==> src/rtl/seq_pkg.sv <==
// Shared definitions for the sequence-match window counter and related monitors.
package seq_pkg;

    localparam int CNT_W_DEF = 8;
    localparam int WIN_W_DEF = 8;

    typedef enum logic {
        IDLE  = 1'b0,
        COUNT = 1'b1
    } seq_state_e;

    // Window result as published downstream; kept at default widths for reuse.
    typedef struct packed {
        logic [CNT_W_DEF-1:0] count;
        logic                 sat;
    } match_result_t;

endpackage

==> src/rtl/seq_match_window_counter_if.sv <==
// Result channel of the window counter: one window total per accepted transfer.
interface seq_match_window_counter_if
    import seq_pkg::*;
#(
    parameter int CNT_W = CNT_W_DEF
) ();

    // A transfer happens on a rising clock edge where out_valid && out_ready.
    // While out_valid is high and out_ready low, out_count/out_sat hold steady;
    // out_valid never depends combinationally on out_ready.
    logic             out_valid;
    logic             out_ready;
    logic [CNT_W-1:0] out_count;
    logic             out_sat;

    modport master (
        output out_valid,
        output out_count,
        output out_sat,
        input  out_ready
    );

    modport slave (
        input  out_valid,
        input  out_count,
        input  out_sat,
        output out_ready
    );

endinterface

==> src/rtl/match_result_reg.sv <==
// Single-entry valid/ready holding register; a new offer while full and not
// draining is discarded and flagged in a sticky drop bit.
module match_result_reg #(
    parameter int W = 9
) (
    input  logic         clk,
    input  logic         reset,
    input  logic         offer,
    input  logic [W-1:0] offer_data,
    input  logic         ready,
    output logic         valid,
    output logic [W-1:0] data,
    output logic         dropped
);

    logic load;
    logic drain;

    assign drain = valid && ready;
    assign load  = offer && (!valid || ready);

    always_ff @(posedge clk or posedge reset) begin
        if (reset) begin
            valid   <= 1'b0;
            data    <= '0;
            dropped <= 1'b0;
        end else begin
            if (load) begin
                valid <= 1'b1;
                data  <= offer_data;
            end else if (drain) begin
                valid <= 1'b0;
            end
            if (offer && !load) begin
                dropped <= 1'b1;
            end
        end
    end

endmodule

==> src/rtl/seq_match_window_counter.sv <==
// Counts detector matches over back-to-back programmable windows and publishes
// each total. Define MATCH_CNT_SAT_EN for a saturating tally with out_sat.
module seq_match_window_counter
    import seq_pkg::*;
#(
    parameter int CNT_W = CNT_W_DEF,
    parameter int WIN_W = WIN_W_DEF
) (
    input  logic                          clk,
    input  logic                          reset,
    input  logic                          enable,
    input  logic                          seen,
    input  logic [WIN_W-1:0]              win_len,
    seq_match_window_counter_if.master    res,
    output logic                          dropped,
    output logic                          busy,
    output seq_state_e                    fsm_state
);

    seq_state_e       state_q, state_d;
    logic [WIN_W-1:0] idx_q, idx_d;
    logic [WIN_W-1:0] len_q, len_d, len_cur;
    logic [CNT_W-1:0] tally_q, tally_d;
    logic [CNT_W-1:0] base, sum;
    logic             first, close, offer;
    logic             offer_sat;
    logic [CNT_W:0]   held;

    // On a window's first cycle the running tally is replaced, not extended,
    // so the previous window's final never leaks into the next one.
    always_comb begin
        first   = (idx_q == '0);
        len_cur = first ? ((win_len == '0) ? WIN_W'(1) : win_len) : len_q;
        base    = first ? '0 : tally_q;
        close   = (idx_q == (len_cur - WIN_W'(1)));
    end

`ifdef MATCH_CNT_SAT_EN
    logic sat_q, sat_d, base_sat;

    always_comb begin
        base_sat = first ? 1'b0 : sat_q;
        if (seen && (&base)) begin
            sum       = base;
            offer_sat = 1'b1;
        end else begin
            sum       = base + CNT_W'(seen);
            offer_sat = base_sat;
        end
        sat_d = ((state_q == COUNT) && enable) ? offer_sat : 1'b0;
    end

    always_ff @(posedge clk or posedge reset) begin
        if (reset) begin
            sat_q <= 1'b0;
        end else begin
            sat_q <= sat_d;
        end
    end
`else
    assign sum       = base + CNT_W'(seen);
    assign offer_sat = 1'b0;
`endif

    always_comb begin
        state_d = state_q;
        idx_d   = idx_q;
        len_d   = len_q;
        tally_d = tally_q;
        offer   = 1'b0;
        case (state_q)
            IDLE: begin
                idx_d   = '0;
                tally_d = '0;
                if (enable) begin
                    state_d = COUNT;
                end
            end
            COUNT: begin
                if (first) begin
                    len_d = len_cur;
                end
                tally_d = sum;
                offer   = close;
                idx_d   = close ? '0 : (idx_q + WIN_W'(1));
                // Abort drops the partial window; a close on this cycle still goes out.
                if (!enable) begin
                    state_d = IDLE;
                    idx_d   = '0;
                    tally_d = '0;
                end
            end
            default: begin
                state_d = IDLE;
            end
        endcase
    end

    always_ff @(posedge clk or posedge reset) begin
        if (reset) begin
            state_q <= IDLE;
            idx_q   <= '0;
            len_q   <= '0;
            tally_q <= '0;
        end else begin
            state_q <= state_d;
            idx_q   <= idx_d;
            len_q   <= len_d;
            tally_q <= tally_d;
        end
    end

    match_result_reg #(
        .W(CNT_W + 1)
    ) u_result (
        .clk        (clk),
        .reset      (reset),
        .offer      (offer),
        .offer_data ({sum, offer_sat}),
        .ready      (res.out_ready),
        .valid      (res.out_valid),
        .data       (held),
        .dropped    (dropped)
    );

    assign res.out_count = held[CNT_W:1];
    assign res.out_sat   = held[0];
    assign busy          = (state_q == COUNT);
    assign fsm_state     = state_q;

endmodule

==> src/flat_wrapper.sv <==
// flat-port wrapper written by rule: the top's interface ports become plain ports
module seq_match_window_counter_flat import seq_pkg::*;
#(
    parameter int CNT_W = CNT_W_DEF,
    parameter int WIN_W = WIN_W_DEF
)
  (clk, reset, enable, seen, win_len, dropped, busy, fsm_state, res_out_valid, res_out_count, res_out_sat, res_out_ready);
  seq_match_window_counter_if #(.CNT_W(CNT_W)) res_i ();
  input  logic clk;
  input  logic reset;
  input  logic enable;
  input  logic seen;
  input  logic [WIN_W-1:0] win_len;
  output logic dropped;
  output logic busy;
  output seq_state_e fsm_state;
  output wire logic [$bits(res_i.out_valid)-1:0] res_out_valid;
  output wire logic [$bits(res_i.out_count)-1:0] res_out_count;
  output wire logic [$bits(res_i.out_sat)-1:0] res_out_sat;
  input wire logic [$bits(res_i.out_ready)-1:0] res_out_ready;
  assign res_out_valid = res_i.out_valid;
  assign res_out_count = res_i.out_count;
  assign res_out_sat = res_i.out_sat;
  assign res_i.out_ready = res_out_ready;
  seq_match_window_counter #(.CNT_W(CNT_W), .WIN_W(WIN_W)) u_core (.clk(clk), .reset(reset), .enable(enable), .seen(seen), .win_len(win_len), .res(res_i), .dropped(dropped), .busy(busy), .fsm_state(fsm_state));
endmodule
==> config.mk <==
export PLATFORM = sky130hd
export DESIGN_NAME = seq_match_window_counter_flat
export DESIGN_NICKNAME = d
export VERILOG_FILES = /design/src/rtl/seq_pkg.sv /design/src/rtl/seq_match_window_counter_if.sv /design/src/rtl/match_result_reg.sv /design/src/rtl/seq_match_window_counter.sv /design/src/flat_wrapper.sv
export SDC_FILE = /design/constraint.sdc
export NUM_CORES = 1
export LEC_CHECK = 0
export ABC_CLOCK_PERIOD_IN_PS = 4600
export CELL_PAD_IN_SITES_DETAIL_PLACEMENT = 0
export CELL_PAD_IN_SITES_GLOBAL_PLACEMENT = 1
export CORE_ASPECT_RATIO = 0.75
export CORE_MARGIN = 2
export CORE_UTILIZATION = 45
export CTS_BUF_LIST = sky130_fd_sc_hd__clkbuf_8
export DETAILED_ROUTE_END_ITERATION = 10
export GPL_ROUTABILITY_DRIVEN = 0
export PLACE_DENSITY_LB_ADDON = 0.1
export SYNTH_ARGS = -nofsm -noshare
export SYNTH_HDL_FRONTEND = slang
export SYNTH_HIERARCHICAL = 1
export SYNTH_SLANG_ARGS = --single-unit
==> constraint.sdc <==
create_clock -name clk -period 4.6 [get_ports clk]
set_clock_uncertainty 0.05 [all_clocks]
set_input_delay 0.69 -clock clk [delete_from_list [all_inputs] [get_ports clk]]
set_output_delay 0.69 -clock clk [all_outputs]
set_load 0.02 [all_outputs]
==> tab_implementation.tex, run 1 <==
\begin{tabular}{lr}
\hline
Metric & Value \\
\hline
\multicolumn{2}{l}{\textbf{Power}} \\
Peak supply drop & 0.1749 mV \\
Internal & between 0.5 and 0.6 mW \\
Part of the power in the clock network & 0.327 \\
Share of power burned in combinational logic & 0.193 \\
Pwr Density & 286.5 nW/µm² \\
Part of the power in registers & 0.479 \\
Leakage power total & 1.106 nW \\
Share of total power consumed by net switching & 0.2753 \\
Sw Pwr & 0.2002 mW \\
\multicolumn{2}{l}{\textbf{Detailed routing}} \\
Detail-routed net length per standard cell & roughly 17 µm \\
Post-detailed-route via-to-cell ratio & 5.530 \\
Via total after detailed routing & 1587 \\
Initial detailed-routing violation count & 108 \\
First drt pass iteration count & 4 \\
Final WL & about 4.8 mm \\
Drc violations & 0 \\
Antenna viol nets, final & 0 \\
\multicolumn{2}{l}{\textbf{GRT}} \\
Wire length of the first global-routing pass & 8.176 mm \\
GR peak layer & met1 \\
Global Route Usage Sum & 0.1978 \\
Total global routing overflow & 0 \\
Number of global-route vias before repair & around 1600 \\
Largest net degree at the start of global routing & 26 \\
Met2 Usage GRT & 0.2820 \\
Met3 routing resource usage after global routing & 0.04780 \\
Met1 track demand over resource & 0.3057 \\
Antenna violations before repair & 0 \\
\multicolumn{2}{l}{\textbf{Die}} \\
Y dimension of the die & 63.93 µm \\
Starting density of the core & 0.4740 \\
Die Outline Area & 5363 µm² \\
Number of I/O pins & 26 \\
Horiz. Die Dim & 83.90 µm \\
Row cnt & 21 \\
Total core area & between 4000 and 5000 µm² \\
\multicolumn{2}{l}{\textbf{Logic synthesis}} \\
Top cell type's share of synthesized area & 0.4181 \\
Cells taking the most area after synthesis & sky130\_fd\_sc\_hd\_\_dfrtp\_1 (42\%), sky130\_fd\_sc\_hd\_\_mux2\_2 (7.8\%), sky130\_fd\_sc\_hd\_\_xor2\_1 (4.1\%) \\
Commonest register cell after synthesis & sky130\_fd\_sc\_hd\_\_dfrtp\_1 \\
Ys async rst share & 1.000 \\
Post-synthesis cell area & 2155 µm² \\
Post-synthesis average cell area & 10.61 µm² \\
Number of cells produced by synthesis & 203 \\
Dominant cell type by area after synthesis & sky130\_fd\_sc\_hd\_\_dfrtp\_1 \\
Syn. warnings & 6 \\
Post-synthesis register bit count & 36 \\
Number of nets produced by synthesis & 221 \\
Distinct cells, synth & 49 \\
Most common cell in the synthesized netlist & sky130\_fd\_sc\_hd\_\_dfrtp\_1 \\
Sequential cell area fraction in the yosys report & 0.4181 \\
Number of enable flip-flop cells after synthesis & 0 \\
Synth top cells by count & sky130\_fd\_sc\_hd\_\_dfrtp\_1 (36), sky130\_fd\_sc\_hd\_\_mux2\_2 (15), sky130\_fd\_sc\_hd\_\_nand2\_1 (13) \\
\multicolumn{2}{l}{\textbf{Timing}} \\
RSZ-0062 raised after global routing & no \\
Transition time at the pin with the least slew margin & 0.9749 ns \\
Final hold viol count & 0 \\
Slew Limit Headroom & 0.3494 \\
Final Hold Slack & about 0.44 ns \\
Setup\_tns & 0 ns \\
Final Setup Violations & 0 \\
Fmax & 260.4 MHz \\
Crit share post-route & 0.8348 \\
Min Tclk post-route & 3.840 ns \\
Number of slew-limit violations in the final report & 0 \\
\multicolumn{2}{l}{\textbf{Clocking}} \\
Resized cells post-CTS & 0 \\
CTS tree & built \\
Post-CTS clock slew at the launch and capture registers of the worst setup and hold paths & 0.07 ns \\
Number of buffers added by the clock tree synthesis step & 5 \\
Buffer count from post-CTS setup fixing & 0 \\
CTS Root Buffer Type & sky130\_fd\_sc\_hd\_\_clkbuf\_8 \\
Clock insertion delay at the later pin of the skew report & 0.28 ns \\
Cts-stage hold buffer count & 0 \\
Htree depth & 2 \\
Clock sink count & 36 \\
Worst-case clock buffer depth & 2 \\
\multicolumn{2}{l}{\textbf{Critical path}} \\
WP data arrival & a little under 4 ns \\
WP data required & 4.72 ns \\
Sort of element at the start of the critical path & primary input \\
Critical path start-end classification & primary input to flop \\
Largest fanout of any net on the critical path & 9 \\
Kind of end point of the critical path & flop \\
\multicolumn{2}{l}{\textbf{Layout}} \\
Layout overhead on the synthesized area & 17.83\% \\
Number of nets in the final layout & approximately 250 \\
ANT cells & 0 \\
Layout cells sized above 1 & 0.1696 \\
\multicolumn{2}{l}{\textbf{Min path}} \\
Worst min-delay path class & flop to flop \\
\multicolumn{2}{l}{\textbf{Job}} \\
Maximum Capacitance Violations & 0 \\
\multicolumn{2}{l}{\textbf{Placed design}} \\
Number of buffer cells added on primary ports & 25 \\
Post-detailed-placement half-perimeter wirelength & 3.706 mm \\
\multicolumn{2}{l}{\textbf{Status}} \\
Outcome & completed \\
\hline
\end{tabular}
-- metal layers --
layer  part of all wire  wire (µm)  vias up
met4             0.0070         34        0
met3              0.035        171        4
met5                  0          0        -
met2               0.42       2016       25
met1               0.54       2607      768
li1                   -          -      790
-- cell usage in the layout, fill, tap and decap left out, drive strengths merged, types with 6 or more instances in the layout --
cell type      netlist  routed
dfrtp               36      36
clkdlybuf4s50        0      25
mux2                15      15
nand2               14      14
xor2                10      10
nor2                10      10
inv                  9       9
xnor2                9       9
nor3                 9       9
nand3                8       8
clkbuf               3       7
o21ai                7       7
a31oi                7       7
a21oi                7       7
and3                 6       6
-- state kept, by name (all words and copies together) (netlist names) --
signal                   flops
u_core/tally_q               8
u_core/u_result/valid        1
u_core/idx_q                 8
u_core/busy                  1
u_core/u_result/data         9
u_core/u_result/dropped      1
u_core/len_q                 8
-- worst max-delay path, cell delays in order --
cell and delay, ns:
sky130_fd_sc_hd__clkdlybuf4s50_1 0.50, sky130_fd_sc_hd__nor4_1 0.52, sky130_fd_sc_hd__a21oi_1 0.23, sky130_fd_sc_hd__a21oi_4 0.27
sky130_fd_sc_hd__inv_1 0.07, sky130_fd_sc_hd__ha_1 0.24, sky130_fd_sc_hd__o21ai_0 0.11, sky130_fd_sc_hd__xnor2_1 0.14
sky130_fd_sc_hd__nor4_4 0.29, sky130_fd_sc_hd__buf_4 0.21, sky130_fd_sc_hd__and4_1 0.27, sky130_fd_sc_hd__nand2_4 0.12
sky130_fd_sc_hd__mux2_2 0.29
-- power groups by stage --
stage	clock, mW	sequential, mW	combinational [mW]
floorplan	0	0.353	0.0968
global placement	0	0.353	0.138
detailed placement	0	0.354	0.141
CTS	0.243	0.348	0.141
global route	0.262	0.352	0.154
finish	0.238	0.349	0.141
-- final timing paths --
| check | from | end | slack [ns] | cells past startpoint |
|---|---|---|---|---|
| min | u_core/u_result/dropped$_DFFE_PP0P_ | u_core/u_result/dropped$_DFFE_PP0P_ | 0.44 | 1 |
| max reg2reg | u_core/idx_q[0]$_DFF_PP0_ | u_core/u_result/data[1]$_DFFE_PP0P_ | 0.84 | 13 |
| min reg2reg | u_core/u_result/dropped$_DFFE_PP0P_ | u_core/u_result/dropped$_DFFE_PP0P_ | 0.44 | 1 |
| max in group asynchronous | reset | u_core/tally_q[3]$_DFF_PP0_ | 3.00 | 2 |
| min in group asynchronous | reset | u_core/u_result/data[0]$_DFFE_PP0P_ | 0.67 | 2 |
| max | win_len[2] | u_core/u_result/data[1]$_DFFE_PP0P_ | 0.76 | 13 |
-- stage by stage --
stage	area, µm²	utilization	cells	total power [mW]	setup WS [ns]
after floorplan	2155	-	203	0.4502	1.237
after global placement	2442	0.5373	280	0.4912	0.6238
after detailed placement	2442	0.5373	280	0.4955	0.4738
after CTS	2539	0.5585	287	0.7330	0.7785
after global routing	2539	0.5585	287	0.7681	0.5667
final	2539	0.5585	287	0.7273	0.7600
-- cell families after synthesis --
group | count (synthesis) | share of synthesized area
muxes | 17 | 0.08769
adders and majority gates | 5 | 0.02904
xor gates and xnor gates | 19 | 0.07724
buffers and inverters | 16 | 0.03832
DFF | 36 | 0.4181
and+or+nand+nor | 73 | 0.2207
other | 1 | 0.001740
AOI/OAI and AO/OA | 36 | 0.1272
-- cell type report --
| class | count | area (µm²) |
|---|---|---|
| Clock buffer | 7 | 96.34 |
| Fill cell | 408 | 2007 |
| Inverter | 9 | 33.78 |
| Multi-Input combinational cell | 151 | 1171 |
| Sequential cell | 36 | 900.9 |
| Tap cell | 57 | 71.32 |
| Timing Repair Buffer | 27 | 265.3 |
Power figures use the tool's default switching activity.
==> inputs of run 2 (changes only) <==
Settings changed: ABC_CLOCK_PERIOD_IN_PS 4600 to 3100, CORE_UTILIZATION 45 to 41.
Clock period 4.6 ns to 3.1 ns, I/O delays scaled along.
==> run 2 against run 1 <==
First-iteration DRC count rose by 8.3%. Flip-flop and latch count did not move. Die area rose by 9.2%. Non-clock buffer count rose by 28. Hold slack got worse by 0.0027 ns. Setup slack got worse by 0.73 ns. Highest routed layer unchanged. Combinational power rose by 82%. Routed wire length rose by 10%. Count of clock-buffer cells in the layout did not move. Cell count rose by 15%.
==> tab_implementation.tex, run 2 (synthesized netlist as in run 1, its figures left out) <==
\begin{tabular}{lr}
\hline
Metric & Value \\
\hline
\multicolumn{2}{l}{\textbf{GRT}} \\
Number of global-route vias before repair & roughly 1700 \\
Largest net degree at the start of global routing & 26 \\
Met2 Usage GRT & 0.2879 \\
Global Route Usage Sum & 0.1950 \\
Met3 routing resource usage after global routing & 0.05824 \\
Antenna violations before repair & 0 \\
Total global routing overflow & 0 \\
GR peak layer & met2 \\
Met1 track demand over resource & 0.2769 \\
Wire length of the first global-routing pass & 8.638 mm \\
\multicolumn{2}{l}{\textbf{Layout}} \\
ANT cells & 0 \\
Commonest cells after routing, fill and taps aside & sky130\_fd\_sc\_hd\_\_dfrtp\_1 (36), sky130\_fd\_sc\_hd\_\_buf\_4 (30), sky130\_fd\_sc\_hd\_\_clkdlybuf4s50\_1 (25), sky130\_fd\_sc\_hd\_\_mux2\_2 (15), sky130\_fd\_sc\_hd\_\_nand2\_1 (13) \\
Leading cell type in the layout, fill and taps excluded & sky130\_fd\_sc\_hd\_\_dfrtp\_1 \\
Layout overhead on the synthesized area & 30.66\% \\
Number of nets in the final layout & 276 \\
Register bank with the most flops & u\_core/u\_result/data \\
Max FFs per register & 9 \\
Layout cells sized above 1 & 0.2907 \\
\multicolumn{2}{l}{\textbf{Die}} \\
Starting density of the core & 0.4324 \\
Row cnt & 22 \\
Horiz. Die Dim & 87.71 µm \\
Y dimension of the die & 66.78 µm \\
Number of I/O pins & 26 \\
Total core area & approximately 5000 µm² \\
Die Outline Area & about 5900 µm² \\
\multicolumn{2}{l}{\textbf{Clocking}} \\
CTS tree & built \\
Htree depth & 2 \\
Number of buffers added by the clock tree synthesis step & 5 \\
Clock sink count & 36 \\
Cts-stage hold buffer count & 0 \\
Worst-case clock buffer depth & 2 \\
Clock insertion delay at the later pin of the skew report & 0.29 ns \\
Post-CTS clock slew at the launch and capture registers of the worst setup and hold paths & 0.07 ns \\
CTS Root Buffer Type & sky130\_fd\_sc\_hd\_\_clkbuf\_8 \\
\multicolumn{2}{l}{\textbf{Critical path}} \\
Critical path start-end classification & flop to flop \\
Kind of end point of the critical path & flop \\
WP data required & between 3 and 4 ns \\
Largest fanout of any net on the critical path & 9 \\
Sort of element at the start of the critical path & flop \\
CP cell instances & inv\_1, ha\_2, or3b\_4, nor2\_8, mux2i\_2, ha\_2, o21ai\_1, xnor2\_1, nor4\_4, and4\_4, nand2\_8, mux2\_2 \\
WP data arrival & $\sim$3.2 ns \\
Standard cell with the maximum stage delay on the critical path & sky130\_fd\_sc\_hd\_\_or3b\_4 \\
Largest stage delay, worst path & approximately 0.44 ns \\
CP most frequent cell & sky130\_fd\_sc\_hd\_\_ha\_2 \\
\multicolumn{2}{l}{\textbf{Power}} \\
Leakage power total & 1.249 nW \\
Pwr Density & 404.6 nW/µm² \\
Peak supply drop & 0.2145 mV \\
\multicolumn{2}{l}{\textbf{Timing}} \\
Fmax & $\sim$330 MHz \\
Transition time at the pin with the least slew margin & 1.005 ns \\
Setup\_tns & 0 ns \\
Post-route worst setup slack & 0.03234 ns \\
RSZ-0062 raised after global routing & yes \\
Slew Limit Headroom & 0.3292 \\
Number of slew-limit violations in the final report & 0 \\
Final hold viol count & 0 \\
Crit share post-route & 0.9896 \\
Final Setup Violations & 0 \\
Min Tclk post-route & 3.068 ns \\
\multicolumn{2}{l}{\textbf{Detailed routing}} \\
First drt pass iteration count & 5 \\
Via total after detailed routing & roughly 1800 \\
Post-detailed-route via-to-cell ratio & 5.424 \\
Initial detailed-routing violation count & 117 \\
Antenna viol nets, final & 0 \\
Detail-routed net length per standard cell & 16.10 µm \\
Drc violations & 0 \\
Final WL & 5.313 mm \\
\multicolumn{2}{l}{\textbf{Job}} \\
Maximum Capacitance Violations & 0 \\
\multicolumn{2}{l}{\textbf{Placed design}} \\
Number of buffer cells added on primary ports & 25 \\
Setup slack at placement & -0.3162 ns \\
Post-detailed-placement half-perimeter wirelength & 3.980 mm \\
\multicolumn{2}{l}{\textbf{Min path}} \\
Worst min-delay path class & flop to flop \\
\multicolumn{2}{l}{\textbf{Status}} \\
Outcome & completed \\
\hline
\end{tabular}
==> run 2: through the flow <==
stage	cells	hold WS (ns)	area [µm²]	util	power, mW
6_report	330	0.4371	2815	0.5650	1.139
4_1_cts	329	0.4391	2779	0.5578	1.143
3_5_place_dp	320	0.4231	2654	0.5326	0.7662
2_1_floorplan	203	0.2674	2160	-	0.6700
5_1_grt	330	0.4496	2815	0.5650	1.201
3_3_place_gp	320	0.4129	2654	0.5326	0.7628
==> run 2: timing repair <==
action,in CTS,in global routing
gates resized for setup,3,7
endpoints found under the setup margin,9,10
setup buffers,2,1
pin swaps,5,2
==> run 2: path summary, 6_finish.rpt <==
check	startpoint	endpoint	slack, ns	cells after the start
max	u_core/idx_q[0]$_DFF_PP0_	u_core/u_result/data[7]$_DFFE_PP0P_	0.03	12
min	u_core/u_result/dropped$_DFFE_PP0P_	u_core/u_result/dropped$_DFFE_PP0P_	0.44	1
max reg2reg	u_core/idx_q[0]$_DFF_PP0_	u_core/u_result/data[7]$_DFFE_PP0P_	0.03	12
min reg2reg	u_core/u_result/dropped$_DFFE_PP0P_	u_core/u_result/dropped$_DFFE_PP0P_	0.44	1
max in group asynchronous	reset	u_core/busy$_DFF_PP0_	1.70	2
min in group asynchronous	reset	u_core/u_result/data[3]$_DFFE_PP0P_	0.46	2
==> run 2: cell type report <==
type | instances | area [µm²]
fillers | 436 | 2167
multi-input cells | 151 | 1219
flip-flops and latches | 36 | 900.9
repair buffers | 55 | 475.5
clock buffers | 7 | 96.34
well taps | 72 | 90.09
inverters | 9 | 33.78
==> run 2: per-layer routing <==
layer	vias to the layer above	routed length [µm]
met5	-	0
met4	0	44
met3	5	339
met2	53	2398
met1	885	2530
li1	847	-
==> run 2: worst max-delay path, delay by kind of cell, from the launching register on <==
family | cells | cell delay [ns]
adders and majority gates | 2 | 0.41
muxes | 2 | 0.54
AOI/OAI and AO/OA | 1 | 0.08
xor gates and xnor gates | 1 | 0.17
DFF | 1 | 0.37
and+or+nand+nor | 5 | 1.26
buffers and inverters | 1 | 0.07
==> run 2: power breakdown <==
part / internal (mW) / leakage [nW] / switching, mW
logic: 0.124 / 0.717 / 0.132
registers: 0.492 / 0.481 / 0.0269
clock network: 0.198 / 0.0503 / 0.166
total: 0.814 / 1.25 / 0.325
==> inputs of run 3 (changes only) <==
Settings changed: HOLD_SLACK_MARGIN set to 0.06.
==> results of run 3 <==
The final DEF is identical to that of run 2; final timing and power are the same.
